==> src/rtl/eth_tx_sched_if.sv <==
// Frame-source / transmitter bundle around the eth_tx_sched frame scheduler.
// The frame sources and the RGMII transmitter sit on the master side, and the
// scheduler sits on the slave side.
interface eth_tx_sched_if;
  logic [1:0]  req;
  logic [10:0] len0;
  logic [10:0] len1;
  logic [1:0]  gnt;
  logic [1:0]  err;
  logic [1:0]  rd;
  logic [7:0]  data0;
  logic [7:0]  data1;
  logic        out_en;
  logic [7:0]  out_data;
  logic        busy;
  logic [15:0] frame_cnt;

  modport master (
    output req, len0, len1, data0, data1,
    input  gnt, err, rd, out_en, out_data, busy, frame_cnt
  );

  modport slave (
    input  req, len0, len1, data0, data1,
    output gnt, err, rd, out_en, out_data, busy, frame_cnt
  );
endinterface

==> src/rtl/eth_tx_sched.sv <==
// Round-robin frame scheduler in the clk125 byte domain. It picks one of two
// byte-stream sources, then emits preamble, SFD and the payload bytes, and
// finally holds the line idle for the inter-frame gap. Every output is
// registered. Source bytes are fetched one cycle ahead with rd so that the
// registered out_data can carry them without a bubble.
module eth_tx_sched #(
  parameter int IFG_BYTES = 12,
  parameter int MAX_LEN   = 1514,
  parameter int PRE_BYTES = 7
) (
  input  logic           clk125,
  input  logic           rst,
  eth_tx_sched_if.slave  tx_if
);

  typedef enum logic [2:0] {
    S_IDLE,
    S_PRE,
    S_SFD,
    S_DATA,
    S_IFG
  } state_t;

  localparam logic [7:0]  PRE_BYTE  = 8'h55;
  localparam logic [7:0]  SFD_BYTE  = 8'hD5;
  localparam logic [3:0]  PRE_LAST  = 4'(PRE_BYTES - 1);
  localparam logic [7:0]  IFG_LAST  = 8'(IFG_BYTES - 1);
  localparam logic [10:0] MAX_LEN_W = 11'(MAX_LEN);

  state_t      state_q;
  logic        last_q;      // source granted or rejected most recently
  logic        src_q;       // source owning the frame in flight
  logic [10:0] cnt_q;       // payload bytes still to be shown on out_data
  logic [3:0]  pre_q;       // preamble bytes left after the current one
  logic [7:0]  ifg_q;       // gap cycles left after the current one
  logic [1:0]  gnt_q;
  logic [1:0]  err_q;
  logic [1:0]  rd_q;
  logic        out_en_q;
  logic [7:0]  out_data_q;
  logic        busy_q;
  logic [15:0] frame_cnt_q;

  logic [1:0]  req_d;
  logic        win_d;
  logic [10:0] len_d;
  logic        len_ok_d;
  logic [7:0]  byte_d;

  // Map a source index onto its one-hot strobe position.
  function automatic logic [1:0] onehot(input logic src);
    return src ? 2'b10 : 2'b01;
  endfunction

  // Arbitration for the IDLE decision: a source that was just rejected is
  // still dropping its request this cycle, so it is not considered again.
  always_comb begin
    req_d    = tx_if.req & ~err_q;
    win_d    = 1'b0;
    if (req_d == 2'b11) begin
      win_d = ~last_q;
    end else if (req_d == 2'b10) begin
      win_d = 1'b1;
    end
    len_d    = win_d ? tx_if.len1 : tx_if.len0;
    len_ok_d = (len_d != 11'd0) && (len_d <= MAX_LEN_W);
  end

  // Byte presented by the source that owns the current frame.
  always_comb begin
    byte_d = src_q ? tx_if.data1 : tx_if.data0;
  end

  // Frame sequencer: IDLE -> PRE -> SFD -> DATA -> IFG -> IDLE, with all
  // outputs updated alongside the state.
  always_ff @(posedge clk125 or posedge rst) begin
    if (rst) begin
      state_q     <= S_IDLE;
      last_q      <= 1'b1;
      src_q       <= 1'b0;
      cnt_q       <= 11'd0;
      pre_q       <= 4'd0;
      ifg_q       <= 8'd0;
      gnt_q       <= 2'b00;
      err_q       <= 2'b00;
      rd_q        <= 2'b00;
      out_en_q    <= 1'b0;
      out_data_q  <= 8'h00;
      busy_q      <= 1'b0;
      frame_cnt_q <= 16'd0;
    end else begin
      gnt_q <= 2'b00;
      err_q <= 2'b00;
      rd_q  <= 2'b00;
      case (state_q)
        S_IDLE: begin
          if (req_d != 2'b00) begin
            last_q <= win_d;
            if (len_ok_d) begin
              gnt_q      <= onehot(win_d);
              src_q      <= win_d;
              cnt_q      <= len_d;
              pre_q      <= PRE_LAST;
              out_en_q   <= 1'b1;
              out_data_q <= PRE_BYTE;
              busy_q     <= 1'b1;
              state_q    <= S_PRE;
            end else begin
              err_q <= onehot(win_d);
            end
          end
        end
        S_PRE: begin
          if (pre_q == 4'd0) begin
            out_data_q <= SFD_BYTE;
            rd_q       <= onehot(src_q);
            state_q    <= S_SFD;
          end else begin
            pre_q <= pre_q - 4'd1;
          end
        end
        S_SFD: begin
          // First payload byte was fetched during SFD; fetch the next one
          // only when the frame has more than one byte.
          out_data_q <= byte_d;
          rd_q       <= (cnt_q > 11'd1) ? onehot(src_q) : 2'b00;
          state_q    <= S_DATA;
        end
        S_DATA: begin
          if (cnt_q == 11'd1) begin
            out_en_q    <= 1'b0;
            out_data_q  <= 8'h00;
            frame_cnt_q <= frame_cnt_q + 16'd1;
            ifg_q       <= IFG_LAST;
            state_q     <= S_IFG;
          end else begin
            // The byte shown next was read in this cycle; no read is issued
            // for the cycle that shows the final byte.
            cnt_q      <= cnt_q - 11'd1;
            out_data_q <= byte_d;
            rd_q       <= (cnt_q > 11'd2) ? onehot(src_q) : 2'b00;
          end
        end
        S_IFG: begin
          if (ifg_q == 8'd0) begin
            busy_q  <= 1'b0;
            state_q <= S_IDLE;
          end else begin
            ifg_q <= ifg_q - 8'd1;
          end
        end
        default: begin
          busy_q  <= 1'b0;
          state_q <= S_IDLE;
        end
      endcase
    end
  end

  assign tx_if.gnt       = gnt_q;
  assign tx_if.err       = err_q;
  assign tx_if.rd        = rd_q;
  assign tx_if.out_en    = out_en_q;
  assign tx_if.out_data  = out_data_q;
  assign tx_if.busy      = busy_q;
  assign tx_if.frame_cnt = frame_cnt_q;

  // Strobes are one-hot at most, and bytes only flow while a frame is active.
  a_gnt_onehot : assert property (@(posedge clk125) disable iff (rst) $onehot0(gnt_q));
  a_err_onehot : assert property (@(posedge clk125) disable iff (rst) $onehot0(err_q));
  a_rd_onehot  : assert property (@(posedge clk125) disable iff (rst) $onehot0(rd_q));
  a_en_busy    : assert property (@(posedge clk125) disable iff (rst) out_en_q |-> busy_q);

endmodule
==> src/flat_wrapper.sv <==
// flat-port wrapper written by rule: the top's interface ports become plain ports
module eth_tx_sched_flat 
#(
  parameter int IFG_BYTES = 12,
  parameter int MAX_LEN   = 1514,
  parameter int PRE_BYTES = 7
)
  (clk125, rst, tx_if_req, tx_if_len0, tx_if_len1, tx_if_data0, tx_if_data1, tx_if_gnt, tx_if_err, tx_if_rd, tx_if_out_en, tx_if_out_data, tx_if_busy, tx_if_frame_cnt);
  eth_tx_sched_if tx_if_i ();
  input  logic clk125;
  input  logic rst;
  input wire logic [$bits(tx_if_i.req)-1:0] tx_if_req;
  input wire logic [$bits(tx_if_i.len0)-1:0] tx_if_len0;
  input wire logic [$bits(tx_if_i.len1)-1:0] tx_if_len1;
  input wire logic [$bits(tx_if_i.data0)-1:0] tx_if_data0;
  input wire logic [$bits(tx_if_i.data1)-1:0] tx_if_data1;
  output wire logic [$bits(tx_if_i.gnt)-1:0] tx_if_gnt;
  output wire logic [$bits(tx_if_i.err)-1:0] tx_if_err;
  output wire logic [$bits(tx_if_i.rd)-1:0] tx_if_rd;
  output wire logic [$bits(tx_if_i.out_en)-1:0] tx_if_out_en;
  output wire logic [$bits(tx_if_i.out_data)-1:0] tx_if_out_data;
  output wire logic [$bits(tx_if_i.busy)-1:0] tx_if_busy;
  output wire logic [$bits(tx_if_i.frame_cnt)-1:0] tx_if_frame_cnt;
  assign tx_if_i.req = tx_if_req;
  assign tx_if_i.len0 = tx_if_len0;
  assign tx_if_i.len1 = tx_if_len1;
  assign tx_if_i.data0 = tx_if_data0;
  assign tx_if_i.data1 = tx_if_data1;
  assign tx_if_gnt = tx_if_i.gnt;
  assign tx_if_err = tx_if_i.err;
  assign tx_if_rd = tx_if_i.rd;
  assign tx_if_out_en = tx_if_i.out_en;
  assign tx_if_out_data = tx_if_i.out_data;
  assign tx_if_busy = tx_if_i.busy;
  assign tx_if_frame_cnt = tx_if_i.frame_cnt;
  eth_tx_sched #(.IFG_BYTES(IFG_BYTES), .MAX_LEN(MAX_LEN), .PRE_BYTES(PRE_BYTES)) u_core (.clk125(clk125), .rst(rst), .tx_if(tx_if_i));
endmodule
==> config.mk <==
export PLATFORM = sky130hd
export DESIGN_NAME = eth_tx_sched_flat
export DESIGN_NICKNAME = d
export VERILOG_FILES = /design/src/rtl/eth_tx_sched_if.sv /design/src/rtl/eth_tx_sched.sv /design/src/flat_wrapper.sv
export SDC_FILE = /design/constraint.sdc
export NUM_CORES = 1
export LEC_CHECK = 0
export ABC_CLOCK_PERIOD_IN_PS = 2810
export CAP_MARGIN = 30
export CORE_MARGIN = 4
export CORE_UTILIZATION = 51
export DETAILED_ROUTE_END_ITERATION = 7
export PLACE_DENSITY = 0.82
export SYNTH_ARGS = -nofsm -noshare
export SYNTH_HDL_FRONTEND = slang
export SYNTH_SLANG_ARGS = --single-unit
export TNS_END_PERCENT = 1
==> constraint.sdc <==
create_clock -name clk125 -period 2.81 [get_ports clk125]
set_clock_uncertainty 0.05 [all_clocks]
set_input_delay 0.562 -clock clk125 [delete_from_list [all_inputs] [get_ports clk125]]
set_output_delay 0.562 -clock clk125 [all_outputs]
set_load 0.05 [all_outputs]
* Yosys cells after proc, flatten, opt, wreduce, memory -nomap -nowiden
Index checks and enable logic that the tools add are counted.
Operators by class: reduce and logical (&&, ||, !) cells 21, bitwise gates (word level) 4, add/subtract/negate cells 4, magnitude comparators 3, eq/ne operators 15, multiplexer cells 45
Operators by type and width (count):
- 8-bit 2-to-1 mux | 7
- 11-bit 2-to-1 mux | 4
- 8-bit case mux with 4 select lines | 1
- 2-bit 2-to-1 mux | 12
- 11-bit case mux with 2 select lines | 1
- 4-bit AND reduction | 5
- 16-bit by 1-bit adder with 16-bit output (second input constant) | 1
- 8-bit case mux with 2 select lines | 1
- 3-bit 2-to-1 mux | 5
- 3-bit case mux with 5 select lines | 1
- 4-bit 2-to-1 mux | 3
- 11-bit by 1-bit == test with 1-bit output (second input constant) | 1
- 11-bit by 1-bit > comparator with 1-bit output (second input constant) | 1
- 11-bit by 2-bit > comparator with 1-bit output (second input constant) | 1
- 11-bit <= comparator (second input constant) | 1
- 11-bit nonzero test | 1
- 11-bit by 1-bit subtractor with 11-bit output (second input constant) | 1
- 2-bit by 1-bit inequality test with 1-bit output (second input constant) | 5
- 8-bit logical NOT | 1
- 4-bit case mux with 2 select lines | 1
- 2-bit nonzero test | 4
- 8-bit by 1-bit subtractor with 8-bit output (second input constant) | 1
- 3-bit by 2-bit == test with 1-bit output (second input constant) | 2
- 1-bit 2-to-1 mux | 6
- other kinds (19) | 25
Word-level totals: bits in registers 60, logic and storage cells 105, output and inout bits 32, bits of input ports 42

* Logic depth before layout (Yosys ltp)
word-level depth 11, depth in mapped cells 9, depth with buffers taken out 8

* Least setup slack after synthesis
Ideal clock, no wire load.
kind register to register, start point register u_core.err_q[0] (netlist: u_core.tx_if.err[0]), end point register u_core.out_data_q[1] (netlist: u_core.tx_if.out_data[1]), path slack 0.598 ns, cell stages (with the launch flop) 7, library setup time 0.132 ns, data arrival time 2.030 ns, path through dfrtp_1 > nand3b_4 > and2_4 > o32a_4 > a21bo_4 > a211oi_4 > o22ai_1
On the way: longest elaborated chain between the ends 10, elaborated cells between the ends (all ways) 14, those cells by class 1 x order compare; 4 x eq/ne; 3 x mux; 2 x bitwise; 4 x reduce/logical
Ends and longest elaborated chain:
- start, declared | RTL line eth_tx_sched.sv:37 | logic [1:0] err_q;
- start signal, assigned | RTL line eth_tx_sched.sv:109 | err_q <= onehot(win_d);
- 2-bit inverter (*) | RTL line eth_tx_sched.sv:58 | req_d = tx_if.req & ~err_q;
- 2-bit bitwise AND (*) | RTL line eth_tx_sched.sv:58
- 2-bit == test | RTL line eth_tx_sched.sv:62 | end else if (req_d == 2'b10) begin
- 1-bit 2-to-1 mux | RTL line eth_tx_sched.sv:62
- 1-bit 2-to-1 mux | RTL line eth_tx_sched.sv:60 | if (req_d == 2'b11) begin
- 11-bit 2-to-1 mux | RTL line eth_tx_sched.sv:65 | len_d = win_d ? tx_if.len1 : tx_if.len0;
- 11-bit <= comparator / 11-bit nonzero test (equally long branches) | RTL line eth_tx_sched.sv:66 | len_ok_d = (len_d != 11'd0) && (len_d <= MAX_LEN_W);
- 1-bit logical AND | RTL line eth_tx_sched.sv:66
- 2-bit by 1-bit inequality test with 1-bit output (no line)
- 4-bit AND reduction (no line) (*)
- end signal, assigned | RTL line eth_tx_sched.sv:125 | out_data_q <= byte_d;
- end signal, assigned | RTL line eth_tx_sched.sv:140 | out_data_q <= byte_d;
- end, declared | RTL line eth_tx_sched.sv:40 | logic [7:0] out_data_q;
Every way passes the cells marked *; elsewhere a longest branch is shown, timed or not. A chain may end at the register's enable or synchronous reset.

* Worst setup path after layout
start point input port tx_if_len0[0], end point register u_core.pre_q[0]
On the way: longest elaborated chain between the ends 5, elaborated cells between the ends (all ways) 6, those cells by class 1 x order compare; 1 x eq/ne; 1 x mux; 3 x reduce/logical
Ends and longest elaborated chain:
- start, declared | RTL line flat_wrapper.sv:13 | input wire logic [$bits(tx_if_i.len0)-1:0] tx_if_len0;
- 11-bit 2-to-1 mux (*) | RTL line eth_tx_sched.sv:65
- 11-bit <= comparator / 11-bit nonzero test (equally long branches) | RTL line eth_tx_sched.sv:66
- 1-bit logical AND (*) | RTL line eth_tx_sched.sv:66
- 2-bit by 1-bit inequality test with 1-bit output (no line) (*)
- 4-bit AND reduction (no line) (*)
- end signal, assigned | RTL line eth_tx_sched.sv:119 | pre_q <= pre_q - 4'd1;
- end, declared | RTL line eth_tx_sched.sv:34 | logic [3:0] pre_q;
Marked as above.

==> results.txt <==
The summed instance area of the synthesized netlist was 3418 µm²; the count of buffers added by post-CTS timing repair for setup was 0. Dividing total power by cell area gives a power density of 428.5 nW/µm². During I/O placement, the number of pins put on the boundary was 74.

The worst setup path is captured at a flop. In this run the clock root is driven by a clkbuf_8. Counting flops and latches in the post-synthesis netlist gives 60. Ratio of final minimum period to clock period: 0.8711. In this run the worst hold path is classified as reg -> reg. Ranked by total cell area, the synthesized netlist is headed by dfrtp_1, nand2_1, mux2i_1, nor2_1, xor2_1. The worst-case hold slack is 0.4143 ns.

In this design, the stage delay of the slowest critical-path cell is 0.45 ns. The detail route stage leaves a number of antenna-violating nets equal to 0. The tools report the instance count of the mapped netlist as 364. The tools report the end-of-flow core utilization as 0.7021. The clock sink total came out at 60. Count of maximum capacitance violations: 0. The tools report the number of violations reported at the end of detailed-routing iteration 0 as 303.

Starting density of the core: 0.5322. The routed layout has 3085 vias. Gates resized during post-CTS repair numbered 0. Worst-case reg-to-reg path depth: 8. The number of antenna violations at the first check in global routing came out at 0.

Startpoint-to-endpoint class of the critical path: in -> reg. TritonCTS built the clock tree. Counting both buffers and inverters, the worst setup path holds a total of 2. The power share of the combinational group was 0.095; the maximum fanout along the worst path was 8.

The y dimension of the die was 89.87 µm. The logs give 0.6160 for the worst slew slack as a fraction of its limit and 0.4396 for the sequential element share of the synthesized area. Setup repair after global routing left no endpoint under its margin. Detailed placement finished with a half-perimeter wire length of 6727 µm. In this run, CTS created clock tree buffers numbering 9. At the pin with the least slew margin, the transition time is 0.5707 ns. The origin of the critical flop-to-flop path was u_core.cnt_q[1]$_DFFE_PP0P_. The synthesized netlist contains 62 unique library cells. The path length in cells of the critical path is 8. Remaining global-route overflow: 0. Relative to the synthesized area, the layout overhead comes to 31.92%. The first-pass GRT wire length was 14600 µm; the maximum number of pins on one net before global-route repair was 38.

The later pin in the worst-skew pair is clocked with a latency of 0.34 ns. The worst setup path is launched from an input port. The run gives 3.01 ns as the data required time at the worst endpoint. Before CTS, the worst setup slack after placement is 0.08754 ns. VDD sags by at most 0.2441 mV. The logs give 0.2200 for the global-route total usage across every layer and 1503 µm² for the area taken by flip-flops and latches. For the number of H-tree levels, the log shows 3. The switching power as a share of total power was 0.2332.

For the final-report hold violation count, the log shows 0. The total of endpoints with negative setup slack in the final report is 0, and the clock share of power is 0.453. The layout has 512 filler cells. After routing, the total negative slack on setup checks comes to 0 ns.

For this block, the routed nets add up to 8861 µm of wire. The antenna cell count is 0, and the routed length per placed instance is 16.75 µm. The longest clock path from root to sink contains 2 buffers. The tools report the via count of the first global-routing pass as 3065. The average cell area after synthesis is 9.391 µm². The Yosys step of the flow raised 0 warnings. The critical path ends at u_core.pre_q[0]$_DFFE_PP0P_.

The die footprint was 8077 µm²; the count of unresolved DRC violations after routing was 0. After clock tree synthesis, the clock-pin slew on the worst setup and hold paths is 0.07 ns. The first TritonRoute pass finished after 5 iterations. The share of cells above drive strength 1 is 0.09735. For the number of max-slew violations in the final report, the log shows 0.

Synthesis produced a netlist with a net count of 413. The run gives 2.066 nW as the static leakage. dfrtp_1 takes more of the synthesized area than any other cell. The launch point of the worst path is tx_if_len0[0].

For the post-layout worst setup margin, the log shows 0.3621 ns. In this run the horizontal extent of the chip is 89.87 µm. The commonest register cell after synthesis is dfrtp_1. The count of flip-flops with a built-in enable after synthesis was 0.

Counting I/O delays and the setup requirement, the final critical path takes 2.448 ns. The async set-reset flop share out of synthesis was 1.000. The routability congestion estimate from global placement is 0.9622. Internal power comes to 0.001482 W. For this run, the top clock speed supported by timing is 408.5 MHz. Area of the core: 6422 µm². The data arrival time at the worst-slack endpoint is 2.65 ns.

After floorplanning, the core was divided into 29 placement rows. The run gives 496 as the net count reported at finish. The sequential share of power was 0.452; the combined area of the multi-input logic cells was 1785 µm². The flow ran to the end, and the final reports show no timing, DRC or antenna violations. The endpoint identified for the worst register-to-register timing path is u_core.tx_if.frame_cnt[12]$_DFFE_PP0P_. The switching power summed over all nets was 0.0004507 W.

On the critical path the largest part of the delay comes from compound AO/OA/AOI/OAI gates. Count of port buffers added during placement: 73. Walking the worst path, the cells encountered are clkdlybuf4s50_1, nor4_1, a31oi_1, mux2i_1, buf_4, a21bo_4, a21boi_1, o22ai_1. After clock tree synthesis, the flow added hold-fix buffers numbering 0.

Cell with the largest stage delay on the worst path: clkdlybuf4s50_1. The top-area cell type share of the netlist area is 0.4319, and the average vias per placed instance is 5.832. For flop-to-flop paths, the worst setup slack is 0.62 ns.
power groups by stage:
stage | combinational, W | clock, W | sequential (W)
floorplan | 0.0000571 | 0 | 0.000910
global placement | 0.000179 | 0 | 0.000889
detailed placement | 0.000183 | 0 | 0.000889
CTS | 0.000184 | 0.000887 | 0.000873
global route | 0.000197 | 0.000919 | 0.000873
finish | 0.000183 | 0.000876 | 0.000873
metrics by stage:
stage	total power [W]	cells	instance area (µm²)
after floorplan	0.0009668	364	3418
after global placement	0.001068	513	4285
after detailed placement	0.001072	513	4285
after CTS	0.001944	529	4509
after global routing	0.001989	529	4509
final	0.001932	529	4509
flip-flops by register name, summed over array words and instances (netlist names):
| name | cells |
|---|---|
| u_core.tx_if.frame_cnt | 16 |
| u_core.cnt_q | 11 |
| u_core.ifg_q | 8 |
| u_core.tx_if.out_data | 8 |
| u_core.pre_q | 4 |
| u_core.state_q | 3 |
| u_core.tx_if.err | 2 |
| u_core.tx_if.gnt | 2 |
| u_core.tx_if.rd | 2 |
| u_core.last_q | 1 |
| u_core.src_q | 1 |
| u_core.tx_if.busy | 1 |
| u_core.tx_if.out_en | 1 |
cells in the mapped netlist, types with 2 or more instances:
library cell,n
o22ai_1,6
a21boi_1,2
a31oi_1,5
nand2_1,47
or2_2,2
and2_1,2
a221oi_1,3
ha_1,7
nor4_1,7
buf_4,3
nand4_1,5
o21ai_0,13
nand3_1,12
clkbuf_1,6
a2bb2oi_1,3
nor2b_1,4
o21a_1,5
inv_1,20
a21o_1,3
mux2i_1,14
nand4b_1,2
buf_2,3
a211oi_1,2
nor3_1,8
a32oi_1,4
o21ai_1,3
nand2b_1,4
and3_1,8
a21oi_1,16
dfrtp_1,59
or4_1,2
nor3b_1,2
xnor2_1,7
nor2_1,34
xor2_1,14
area by class of cell:
type / count / area share
multi-input cells: 272 / 0.3959
inverters: 20 / 0.01665
repair buffers: 84 / 0.1831
clock inverters: 6 / 0.01915
clock buffers: 10 / 0.03052
flip-flops and latches: 60 / 0.3332
well taps: 77 / 0.02137
how the worst min path moves through the flow:
stage	slack, ns	from	depth (start not counted)	endpoint
floorplan	0.42	u_core.cnt_q[9]$_DFFE_PP0P_	1	u_core.cnt_q[9]$_DFFE_PP0P_
global placement	0.40	u_core.tx_if.frame_cnt[15]$_DFFE_PP0P_	1	u_core.tx_if.frame_cnt[15]$_DFFE_PP0P_
detailed placement	0.41	u_core.tx_if.frame_cnt[15]$_DFFE_PP0P_	1	u_core.tx_if.frame_cnt[15]$_DFFE_PP0P_
CTS	0.42	u_core.tx_if.frame_cnt[15]$_DFFE_PP0P_	1	u_core.tx_if.frame_cnt[15]$_DFFE_PP0P_
global route	0.44	u_core.tx_if.frame_cnt[15]$_DFFE_PP0P_	1	u_core.tx_if.frame_cnt[15]$_DFFE_PP0P_
finish	0.41	u_core.tx_if.frame_cnt[15]$_DFFE_PP0P_	1	u_core.tx_if.frame_cnt[15]$_DFFE_PP0P_
cell families (layout without fill, tap and decap cells):
| group | count (synthesis) | in the layout | share of synthesized area |
|---|---|---|---|
| simple gates | 151 | 151 | 0.2302 |
| compound gates | 79 | 79 | 0.1702 |
| flops | 60 | 60 | 0.4396 |
| buf+inv | 32 | 120 | 0.03953 |
| xor+xnor | 21 | 21 | 0.05381 |
| mux | 14 | 14 | 0.04099 |
| fa+ha+maj | 7 | 7 | 0.02562 |
layout by cell type (no fill, tap or decap), drive strengths merged, types with 4 or more instances in the layout:
master	instances
mux2i	14
a21oi	16
nand4	5
a32oi	4
nor2	34
clkbuf	10
xnor2	7
nand3	12
dfrtp	59
o22ai	6
buf	11
ha	7
nand2	48
nor3	8
o21ai	16
clkdlybuf4s50	73
o21a	5
xor2	14
nand2b	4
inv	21
a31oi	5
nor4	9
nor2b	4
and3	8
per-layer routing:
metal,global-route usage,vias up,share of wire
met5,0,-,0
met4,0.1033,0,0.022
met3,0.04841,21,0.066
met2,0.3590,120,0.48
met1,0.2792,1474,0.43
li1,-,1470,-
Note: power is estimated with default switching activity, not from simulation.
